**config.mk**
```make
export PLATFORM = sky130hd
export DESIGN_NAME = mtr_pwm_drv
export DESIGN_NICKNAME = d
export VERILOG_FILES = /design/src/rtl/mtr_pwm_drv.sv
export SDC_FILE = /design/constraint.sdc
export NUM_CORES = 1
export LEC_CHECK = 0
export ABC_CLOCK_PERIOD_IN_PS = 4500
export BUFFER_PORTS_ARGS = -buffer_cell sky130_fd_sc_hd__buf_2
export CAP_MARGIN = 20
export CORE_MARGIN = 5
export CORE_UTILIZATION = 64
export CTS_CLUSTER_SIZE = 28
export DETAILED_ROUTE_END_ITERATION = 16
export GPL_ROUTABILITY_DRIVEN = 0
export PLACE_DENSITY = 0.85
export SLEW_MARGIN = 25
export SYNTH_ARGS = -nofsm -noshare
export SYNTH_HDL_FRONTEND = slang
export SYNTH_SLANG_ARGS = --single-unit
```
**constraint.sdc**
```tcl
create_clock -name clk -period 4.5 [get_ports clk]
set_input_delay 0.225 -clock clk [delete_from_list [all_inputs] [get_ports clk]]
set_output_delay 0.225 -clock clk [all_outputs]
set_load 0.05 [all_outputs]
```
**src/rtl/mtr_pwm_drv.sv**
```systemverilog
// Dual H-bridge PWM driver: turns signed per-wheel speed commands into complementary
// fwd/rev PWM lines with a fixed 2**PWM_W period and dead time on direction reversals.
module mtr_pwm_drv #(
    parameter int PWM_W    = 11,
    parameter int DEAD_CYC = 32
) (
    input  logic        clk,
    input  logic        rst,
    input  logic        en,
    input  logic [11:0] lft_spd,
    input  logic [11:0] rght_spd,
    output logic        lft_fwd_pwm,
    output logic        lft_rev_pwm,
    output logic        rght_fwd_pwm,
    output logic        rght_rev_pwm,
    output logic        prd_strt
);

    localparam int                 SPD_W       = 12;
    localparam logic [PWM_W-1:0]   CNT_MAX     = '1;
    localparam logic [PWM_W-1:0]   DEAD_LAST   = PWM_W'(DEAD_CYC - 1);
    localparam logic [SPD_W:0]     ONE_EXT     = (SPD_W + 1)'(1);
    localparam logic [SPD_W:0]     MAG_MAX_EXT = (SPD_W + 1)'(CNT_MAX);

    typedef enum logic [1:0] {
        COAST,
        FWD,
        REV,
        DEAD
    } side_state_t;

    logic [PWM_W-1:0] cnt;
    logic             latch;
    logic             rst_q;

    logic [SPD_W-1:0] spd     [2];
    logic [PWM_W-1:0] new_mag [2];
    logic             new_dir [2];

    side_state_t      state_q [2];
    side_state_t      state_d [2];
    logic [PWM_W-1:0] mag_q   [2];
    logic [PWM_W-1:0] mag_d   [2];
    logic             dir_q   [2];
    logic             dir_d   [2];
    logic             fwd_q   [2];
    logic             fwd_d   [2];
    logic             rev_q   [2];
    logic             rev_d   [2];

    // Magnitude of a two's complement command; the most negative value saturates to full scale.
    function automatic logic [PWM_W-1:0] sat_mag(input logic [SPD_W-1:0] s);
        logic [SPD_W:0] ext;
        logic [SPD_W:0] abs_v;
        ext   = {s[SPD_W-1], s};
        abs_v = s[SPD_W-1] ? (~ext + ONE_EXT) : ext;
        if (abs_v > MAG_MAX_EXT) begin
            return CNT_MAX;
        end
        return abs_v[PWM_W-1:0];
    endfunction

    assign latch  = (cnt == CNT_MAX);
    assign spd[0] = lft_spd;
    assign spd[1] = rght_spd;

    always_comb begin
        for (int s = 0; s < 2; s++) begin
            new_mag[s] = sat_mag(spd[s]);
            new_dir[s] = spd[s][SPD_W-1];
        end
    end

    // Side FSMs only move at the latch, except DEAD which releases DEAD_CYC clocks into the period.
    always_comb begin
        for (int s = 0; s < 2; s++) begin
            state_d[s] = state_q[s];
            mag_d[s]   = mag_q[s];
            dir_d[s]   = dir_q[s];
            fwd_d[s]   = 1'b0;
            rev_d[s]   = 1'b0;
            if (!en) begin
                state_d[s] = COAST;
                mag_d[s]   = '0;
            end else begin
                if (latch) begin
                    mag_d[s] = new_mag[s];
                    if (new_mag[s] == '0) begin
                        state_d[s] = COAST;
                    end else begin
                        dir_d[s] = new_dir[s];
                        case (state_q[s])
                            FWD:     state_d[s] = new_dir[s] ? DEAD : FWD;
                            REV:     state_d[s] = new_dir[s] ? REV : DEAD;
                            default: state_d[s] = new_dir[s] ? REV : FWD;
                        endcase
                    end
                end else if ((state_q[s] == DEAD) && (cnt == DEAD_LAST)) begin
                    state_d[s] = dir_q[s] ? REV : FWD;
                end
                fwd_d[s] = (state_q[s] == FWD) && (cnt < mag_q[s]);
                rev_d[s] = (state_q[s] == REV) && (cnt < mag_q[s]);
            end
        end
    end

    // rst_q marks the first cycle out of reset so the restarted period is announced on prd_strt.
    always_ff @(posedge clk) begin
        if (rst) begin
            cnt      <= '0;
            rst_q    <= 1'b1;
            prd_strt <= 1'b0;
            for (int s = 0; s < 2; s++) begin
                state_q[s] <= COAST;
                mag_q[s]   <= '0;
                dir_q[s]   <= 1'b0;
                fwd_q[s]   <= 1'b0;
                rev_q[s]   <= 1'b0;
            end
        end else begin
            cnt      <= cnt + PWM_W'(1);
            rst_q    <= 1'b0;
            prd_strt <= latch | rst_q;
            for (int s = 0; s < 2; s++) begin
                state_q[s] <= state_d[s];
                mag_q[s]   <= mag_d[s];
                dir_q[s]   <= dir_d[s];
                fwd_q[s]   <= fwd_d[s];
                rev_q[s]   <= rev_d[s];
            end
        end
    end

    assign lft_fwd_pwm  = fwd_q[0];
    assign lft_rev_pwm  = rev_q[0];
    assign rght_fwd_pwm = fwd_q[1];
    assign rght_rev_pwm = rev_q[1];

endmodule

```
After elaboration in Yosys (flattened, before gate mapping). Memory sizes are Yosys's and may differ from the RTL's. Cells that the tools add are included. Widths: inputs -> output; s select.

Register bits after elaboration: 13. Bits in writable memories: 32. Word-level logic and storage cells: 97. Memories: 5.

Memories: mag_q (words 2, width 11, read ports 2, clocked after memory_dff 0, write ports 2, line 42) `logic [PWM_W-1:0] mag_q [2];`; state_q (words 2, width 2, read ports 2, clocked after memory_dff 0, write ports 2, line 40) `side_state_t state_q [2];`; dir_q (words 2, width 1, read ports 2, clocked after memory_dff 0, write ports 2, line 44) `logic dir_q [2];`; fwd_q (words 2, width 1, read ports 2, clocked after memory_dff 0, write ports 2, line 46) `logic fwd_q [2];`; rev_q (words 2, width 1, read ports 2, clocked after memory_dff 0, write ports 2, line 48) `logic rev_q [2];`.

Add/sub/neg operators: 3. $lt $le $gt $ge: 4. Equal/unequal tests: 8. Mux-type cells: 53. Bitwise gates (word level): 13. Reductions and logical operators: 8.

Operators with widths (count): $mux 11 (10); $mux 2 (16); $add 13x1->13 const B (2); $gt 13x11->1 const B (2); $mux 13 (2); $not 13->13 (2); $mux 1 (23); $logic_not 11->1 (2); $lt 11x11->1 (2); $add 11x1->11 const B (1); $eq 11x11->1 const B (1); $eq 11x5->1 const B (1); $or 1x1->1 (11); $eq 2x2->1 const B (4); $pmux 2 s2 (2); $logic_and 1x1->1 (6); $eq 2x1->1 const B (2).

Longest topological paths before layout. Gate-level depths: netlist of the first run.

Word-level depth: 11. Mapped depth: 8. Mapped depth without buffers: 8.

Worst setup path before layout of the first run. No wires, ideal clock.

Path kind: input to register. From: in lft_spd[0]. To: mem dir_q[0][0]. Library setup time: 72 ps. Arrival: 2233 ps. Required time: 4428 ps. Setup slack: 2195 ps. Stages: 8. Path buffers: 0. Cell sequence: inv_1 > ha_1 > or3b_4 > or3_1 > a221oi_2 > or4b_4 > o21ai_2 > mux2i_1.

RTL lines: start: declaration (line 10) `input logic [11:0] lft_spd,`; end: declaration (line 44).

==> metrics.cfg, run 1 <==
[outcome]
status=completed

[cells_and_area]
final_cell_count_no_fill=477
fin_util=0.717
fill_cells=381
syn_to_final_growth_pct=9.34
final-seq-area_um2=901
multi_input_area_mm2=0.00199
fin_nets=466
antenna-diode-count=0
drive_gt1_frac=0.120

[clock_network]
ctsHoldBuffers=0
root_buffer=clkbuf_8
numClockSinks=45
clkTransAtPathRegs_ps=80
htreeDepth=2
clkLatencyLatePin_ps=290
clockBufferDepth=2
cts_buffers=5
post-cts-setup-buffers=0
cts_tree=yes
post_cts_resized=0

[power]
p_sw_frac=0.248
seqPwrFrac=0.501
power.density_mw_per_mm2=239
p_total_uw=810
p_clk_frac=0.363
p_sw_uw=201
ir_drop_v=0.000134
p_int_uw=609
combPwrFrac=0.136
leakage_uw=0.00128

[sta]
tightest_slew_ps=607
finalMaxSlewViolations=0
tns_ps=0
fin_crit_ps=2290
max_freq_mhz=438
setup_viol=0
fin_ws_ps=2210
post-route-period-util=0.508
fin_skew_ps=2.54
rsz0062_at_grt=no
slew_headroom=0.592
finalHoldViolCount=0

[yosys]
avgSynthCellArea_um2=8.02
synth_edf_count=0
syn_inst=386
synth_ff_type=dfxtp_1
synth-async-reset-ratio=0
ys_seq_area_frac=0.291
synth_area_mm2=0.00310
synth.distinct_cells=52
yosysWarnings=0
synth_nets=442
ys_seq_elements=45

[setup_path]
slowest_stage=or4b_4
crit_path_end_kind=register
critPathLaunchType=primary input
path_class=in -> reg
cp.arrival_ps=2470
max_stage_delay_ps=510
cp_data_required_time_ps=4680
crit_path_max_fanout=6
cp_cell_sequence=buf_2 > inv_1 > ha_1 > or3b_4 > or3_1 > a221oi_2 > or4b_4 > o211ai_1 > a21oi_1
cp_top_family=simple AND/OR/NAND/NOR gates
path_buf_inv=2

[routing]
totalWireLength_um=6820
drt_iter0_markers=206
via_per_inst=5.87
drc=0
routedWlPerCell_um=14.3
drtAntennaViolNets=0
vias=2800
first_pass_iters=5

[global_route]
grt.total_usage=0.230
gr-total-overflow=0
grt_max_degree=28
met3_usage=0.0260
antenna_found_initial=0
grt_pass1_vias=2503
top_usage_layer=met2
grt_pass1_wl_um=11800
grt_use_met2=0.356
grt_use_met1=0.329

[floorplan]
die_height_um=79.5
core_mm2=0.00472
die_area_mm2=0.00633
start_util=0.655
rows=25
ioPinCount=32
die_w_um=79.5

[placed_design]
dp_cells=470
pre_cts_ws_ps=1920
dp_hpwl_um=5120
io_buffers=31

[hold_path]
hold_class=in -> reg

[job]
maxCapViolCount=0

==> cells in the mapped netlist, drive strengths merged (3+ instances only) <==
cell    instances  share of area
nor2           36          0.044
o21ai          10          0.017
nor2b           5          0.010
nand2b         10          0.020
o221ai          4          0.011
inv            38          0.046
or2             3         0.0061
xor2           10          0.028
and2            3         0.0061
nand3          11          0.018
nor3b           4         0.0097
a21o           10          0.024
dfxtp          45           0.29
ha             29           0.12
o21a            5          0.012
o31ai           5          0.012
a211oi         15          0.036
clkbuf         13          0.016
nor4            4         0.0081
and4            3         0.0085
mux2i           8          0.026
a31oi           7          0.014
or3             4         0.0081
a311oi          5          0.014
nor3           11          0.019
nand2          26          0.032
xnor2           9          0.025
a21oi          23          0.037
==> metal layers <==
metal	up-vias	routed length, um
li1	1425	-
met1	1277	3290
met2	90	3120
met3	8	343
met4	0	62
met5	-	0
==> stage by stage <==
stage	area, um2	hold WS (ps)
after floorplan	3100	253
after detailed placement	3280	430
after global routing	3380	247
after CTS	3380	239
final	3380	243
after global placement	3280	427
==> cells by family (layout without fill, tap and decap cells) <==
family	count (synthesis)	in the layout	share of synthesized area
buffers and inverters	53	77	0.0667
AND/OR/NAND/NOR	132	132	0.223
multiplexers	8	8	0.0259
flip-flops	45	45	0.291
AO/OA/AOI/OAI	100	100	0.223
adder cells (fa/ha/maj)	29	29	0.117
XOR/XNOR	19	19	0.0538
==> path summary, 6_finish.rpt <==
kind              startpoint  slack [ps]            end  cells past startpoint
setup / recovery  lft_spd[0]        2210  state_q[0][0]                      9
hold / removal           rst         240          rst_q                      1
setup reg to reg      cnt[5]        2390    dir_q[0][1]                      7
hold reg to reg        rst_q         450       prd_strt                      2
==> layout by cell type, fill, tap and decap left out, drive strengths merged, types with 3 or more instances in the layout <==
cell type  synthesis  final
a21oi             23     23
o31ai              5      5
a21o              10     10
clkbuf            13      5
a311oi             5      5
mux2i              8      8
and4               3      3
nor2              36     36
xor2              10     10
o21ai             10     10
nor4               4      4
a31oi              7      7
ha                29     29
dfxtp             45     45
xnor2              9      9
nor3b              4      4
a211oi            15     15
or2                3      3
or3                4      4
nand2             26     26
o21a               5      5
inv               38     38
nand2b            10     10
and2               3      3
nor2b              5      5
nor3              11     11
buf                2     32
o221ai             4      4
nand3             11     11
==> flip-flops by register name, summed over array words and instances (netlist names) <==
name,cells
mag_q,22
cnt,11
state_q,4
dir_q,2
fwd_q,2
rev_q,2
prd_strt,1
rst_q,1
==> cell type report <==
| cell class | count | area share |
|---|---|---|
| clock inverter | 2 | 0.0104 |
| tap | 67 | 0.0248 |
| sequential | 45 | 0.266 |
| clock buffer | 5 | 0.0203 |
| inverter | 38 | 0.0421 |
| timing repair buffer | 32 | 0.0481 |
| multi-input combinational | 288 | 0.588 |
==> power by group through the flow <==
| stage | Sequential (uW) | Clock, uW | Combinational [uW] |
|---|---|---|---|
| 2_1_floorplan | 415 | 0 | 72.7 |
| 3_3_place_gp | 415 | 0 | 105 |
| 3_5_place_dp | 415 | 0 | 109 |
| 4_1_cts | 406 | 296 | 109 |
| 5_1_grt | 406 | 317 | 122 |
| 6_report | 406 | 294 | 110 |
No activity file was read; power rests on OpenSTA's default activity.
==> run 2, diff against run 1 <==
- ABC_CLOCK_PERIOD_IN_PS: 4500 -> 2100
- CORE_UTILIZATION: 64 -> 54
- PLACE_DENSITY: 0.85 -> 0.76
- clock period: 4.5 -> 2.1 ns (I/O delays scaled with it)
==> run 2 against run 1 <==
Net effect: combinational power rose to 2.7 times the previous value; cell count is 8.8% higher; sequential share of layout area is 2.4 points lower; worst setup slack worse by 2100 ps; clock power rose by 85%; via count up 4.1%; critical path type unchanged; largest power group unchanged; highest routed layer unchanged.
==> metrics.cfg, run 2 (synthesis gave the netlist of run 1 again) <==
[power]
seqPwrFrac=0.507  ; +0.006
p_sw_frac=0.275  ; +0.0270
p_int_uw=1230  ; +100%
p_clk_frac=0.320  ; -0.043
power.density_mw_per_mm2=458  ; +91%
p_sw_uw=467  ; +130%
ir_drop_v=0.000248  ; +85%
leakage_uw=0.00146  ; +14%
combPwrFrac=0.173  ; +0.037

[cells_and_area]
top_register=mag_q
final_cell_mix=45 x dfxtp_1, 36 x inv_1, 36 x nor2_1, 36 x buf_4, 30 x buf_2
final-seq-area_um2=901  ; unchanged
fin_nets=502  ; +7.7%
largest_reg_flops=22  ; unchanged
reg_top3=mag_q x22, cnt x11, state_q x4
antenna-diode-count=0  ; unchanged
final_common_cell=dfxtp_1
multi_input_area_mm2=0.00202  ; +1.3%
syn_to_final_growth_pct=19.9
fill_cells=484  ; +27%
fin_util=0.670  ; -0.0465
drive_gt1_frac=0.199  ; +0.0796

[routing]
routedWlPerCell_um=13.7  ; -4.1%
drc=0  ; unchanged
first_pass_iters=4  ; -1
drt_iter0_markers=122  ; -41%
totalWireLength_um=7110  ; +4.3%
via_per_inst=5.62  ; -4.3%
drtAntennaViolNets=0  ; unchanged
vias=2916  ; +4.1%

[setup_path]
cp_cell_sequence=buf_2 > inv_8 > ha_4 > or3b_4 > or3_4 > a221oi_4 > or4b_4 > o211ai_1 > a21oi_1
ff2ff_setup_slack_ps=330  ; -2060 ps
reg2reg_depth=7  ; unchanged
path_class=in -> reg
rr_endpoint=fwd_q[0][1]
cp.arrival_ps=2200  ; -270 ps
cp.depth=9  ; unchanged
crit_path_end_kind=register
r2r-start=cnt[1]
cp_data_required_time_ps=2290  ; -2390 ps
slowest_stage=or4b_4
critPathLaunchType=primary input
max_stage_delay_ps=510  ; about the same
path_buf_inv=2  ; unchanged
cp_top_family=simple AND/OR/NAND/NOR gates
crit_path_max_fanout=3  ; -3

[sta]
fin_skew_ps=10.5  ; +7.99 ps
setup_viol=0  ; unchanged
slew_headroom=0.612  ; +0.0201
fin_ws_ps=97.6  ; -2120 ps
tightest_slew_ps=578  ; -29.1 ps
max_freq_mhz=499
finalHoldViolCount=0  ; unchanged
rsz0062_at_grt=no
fin_crit_ps=2000
finalMaxSlewViolations=0  ; unchanged
post-route-period-util=0.954

[global_route]
met3_usage=0.0384  ; +0.0125
grt_max_degree=25  ; -11%
gr-total-overflow=0  ; unchanged
antenna_found_initial=0  ; unchanged
grt_pass1_vias=2623  ; +4.8%
top_usage_layer=met2
grt_pass1_wl_um=12100  ; +2.7%
grt_use_met1=0.288  ; -0.0410
grt_use_met2=0.305  ; -0.0505
grt.total_usage=0.199  ; -0.0311

[floorplan]
die_w_um=85.7  ; +7.8%
core_mm2=0.00554  ; +17%
ioPinCount=32  ; unchanged
start_util=0.559  ; -0.0966
die_area_mm2=0.00735  ; +16%
die_height_um=85.7  ; +7.8%
rows=27  ; +8.0%

[clock_network]
numClockSinks=45  ; unchanged
clkTransAtPathRegs_ps=90  ; about the same
cts_tree=yes
post-cts-setup-buffers=0  ; unchanged
clockBufferDepth=2  ; unchanged
cts_buffers=5  ; unchanged
root_buffer=clkbuf_8
clkLatencyLatePin_ps=300  ; about the same
htreeDepth=2  ; unchanged

[job]
maxCapViolCount=0  ; unchanged

[placed_design]
dp_hpwl_um=5690  ; +11%
pre_cts_ws_ps=-298  ; -2220 ps
io_buffers=31  ; unchanged

[outcome]
status=completed

[hold_path]
holdPathEnd=rst_q
worstHoldStart=rst
hold_class=in -> reg
hold_depth=1  ; unchanged

## run 2: worst max path at each step
stage                      from       endpoint  slack [ps]
finish               lft_spd[0]  state_q[0][0]         100
global route        rght_spd[0]  state_q[0][2]           4
CTS                  lft_spd[1]    dir_q[0][0]           6
detailed placement   lft_spd[1]    dir_q[0][0]        -300
global placement     lft_spd[1]    dir_q[0][0]        -280
floorplan            lft_spd[1]    dir_q[0][0]         -80
## run 2: per-stage QoR
stage	setup TNS (ps)	total power [uW]	hold slack [ps]	std cells	instance area, um2
after floorplan	-174	1050	133	386	3130
final	0	1700	103	519	3710
after CTS	0	1700	99.6	519	3690
after global routing	0	1780	102	519	3710
after global placement	-814	1160	425	511	3600
after detailed placement	-1180	1170	426	511	3600
## run 2: per-layer routing
metal | vias to the layer above | part of all wire
met5 | - | 0
met3 | 10 | 0.050
met4 | 0 | 0.012
li1 | 1510 | -
met1 | 1331 | 0.49
met2 | 65 | 0.45
## run 2: final cells by class
type                    count  area share
clock inverters             3     0.00573
inverters                  38      0.0438
well taps                  72      0.0243
clock buffers               5      0.0185
repair buffers             68       0.122
multi-input cells         288       0.543
flip-flops and latches     45       0.243
## run 2: worst reg2reg max path: cells and delay by family (launching register included)
kind                       cells  cell delay, ps
adders and majority gates      1             280
AOI/OAI and AO/OA              5             900
DFF                            1             330
buffers and inverters          1             160
## run 2: power by group through the flow
stage	Combinational (uW)	Sequential, uW	Clock [uW]
2_1_floorplan	160	889	0
3_3_place_gp	278	882	0
3_5_place_dp	287	883	0
4_1_cts	288	863	550
5_1_grt	323	864	598
6_report	294	863	543
## run 2: timing repair
action	CTS	global route
hold buffers	0	0
endpoints found under the setup margin	0	4
gates resized for setup	0	6
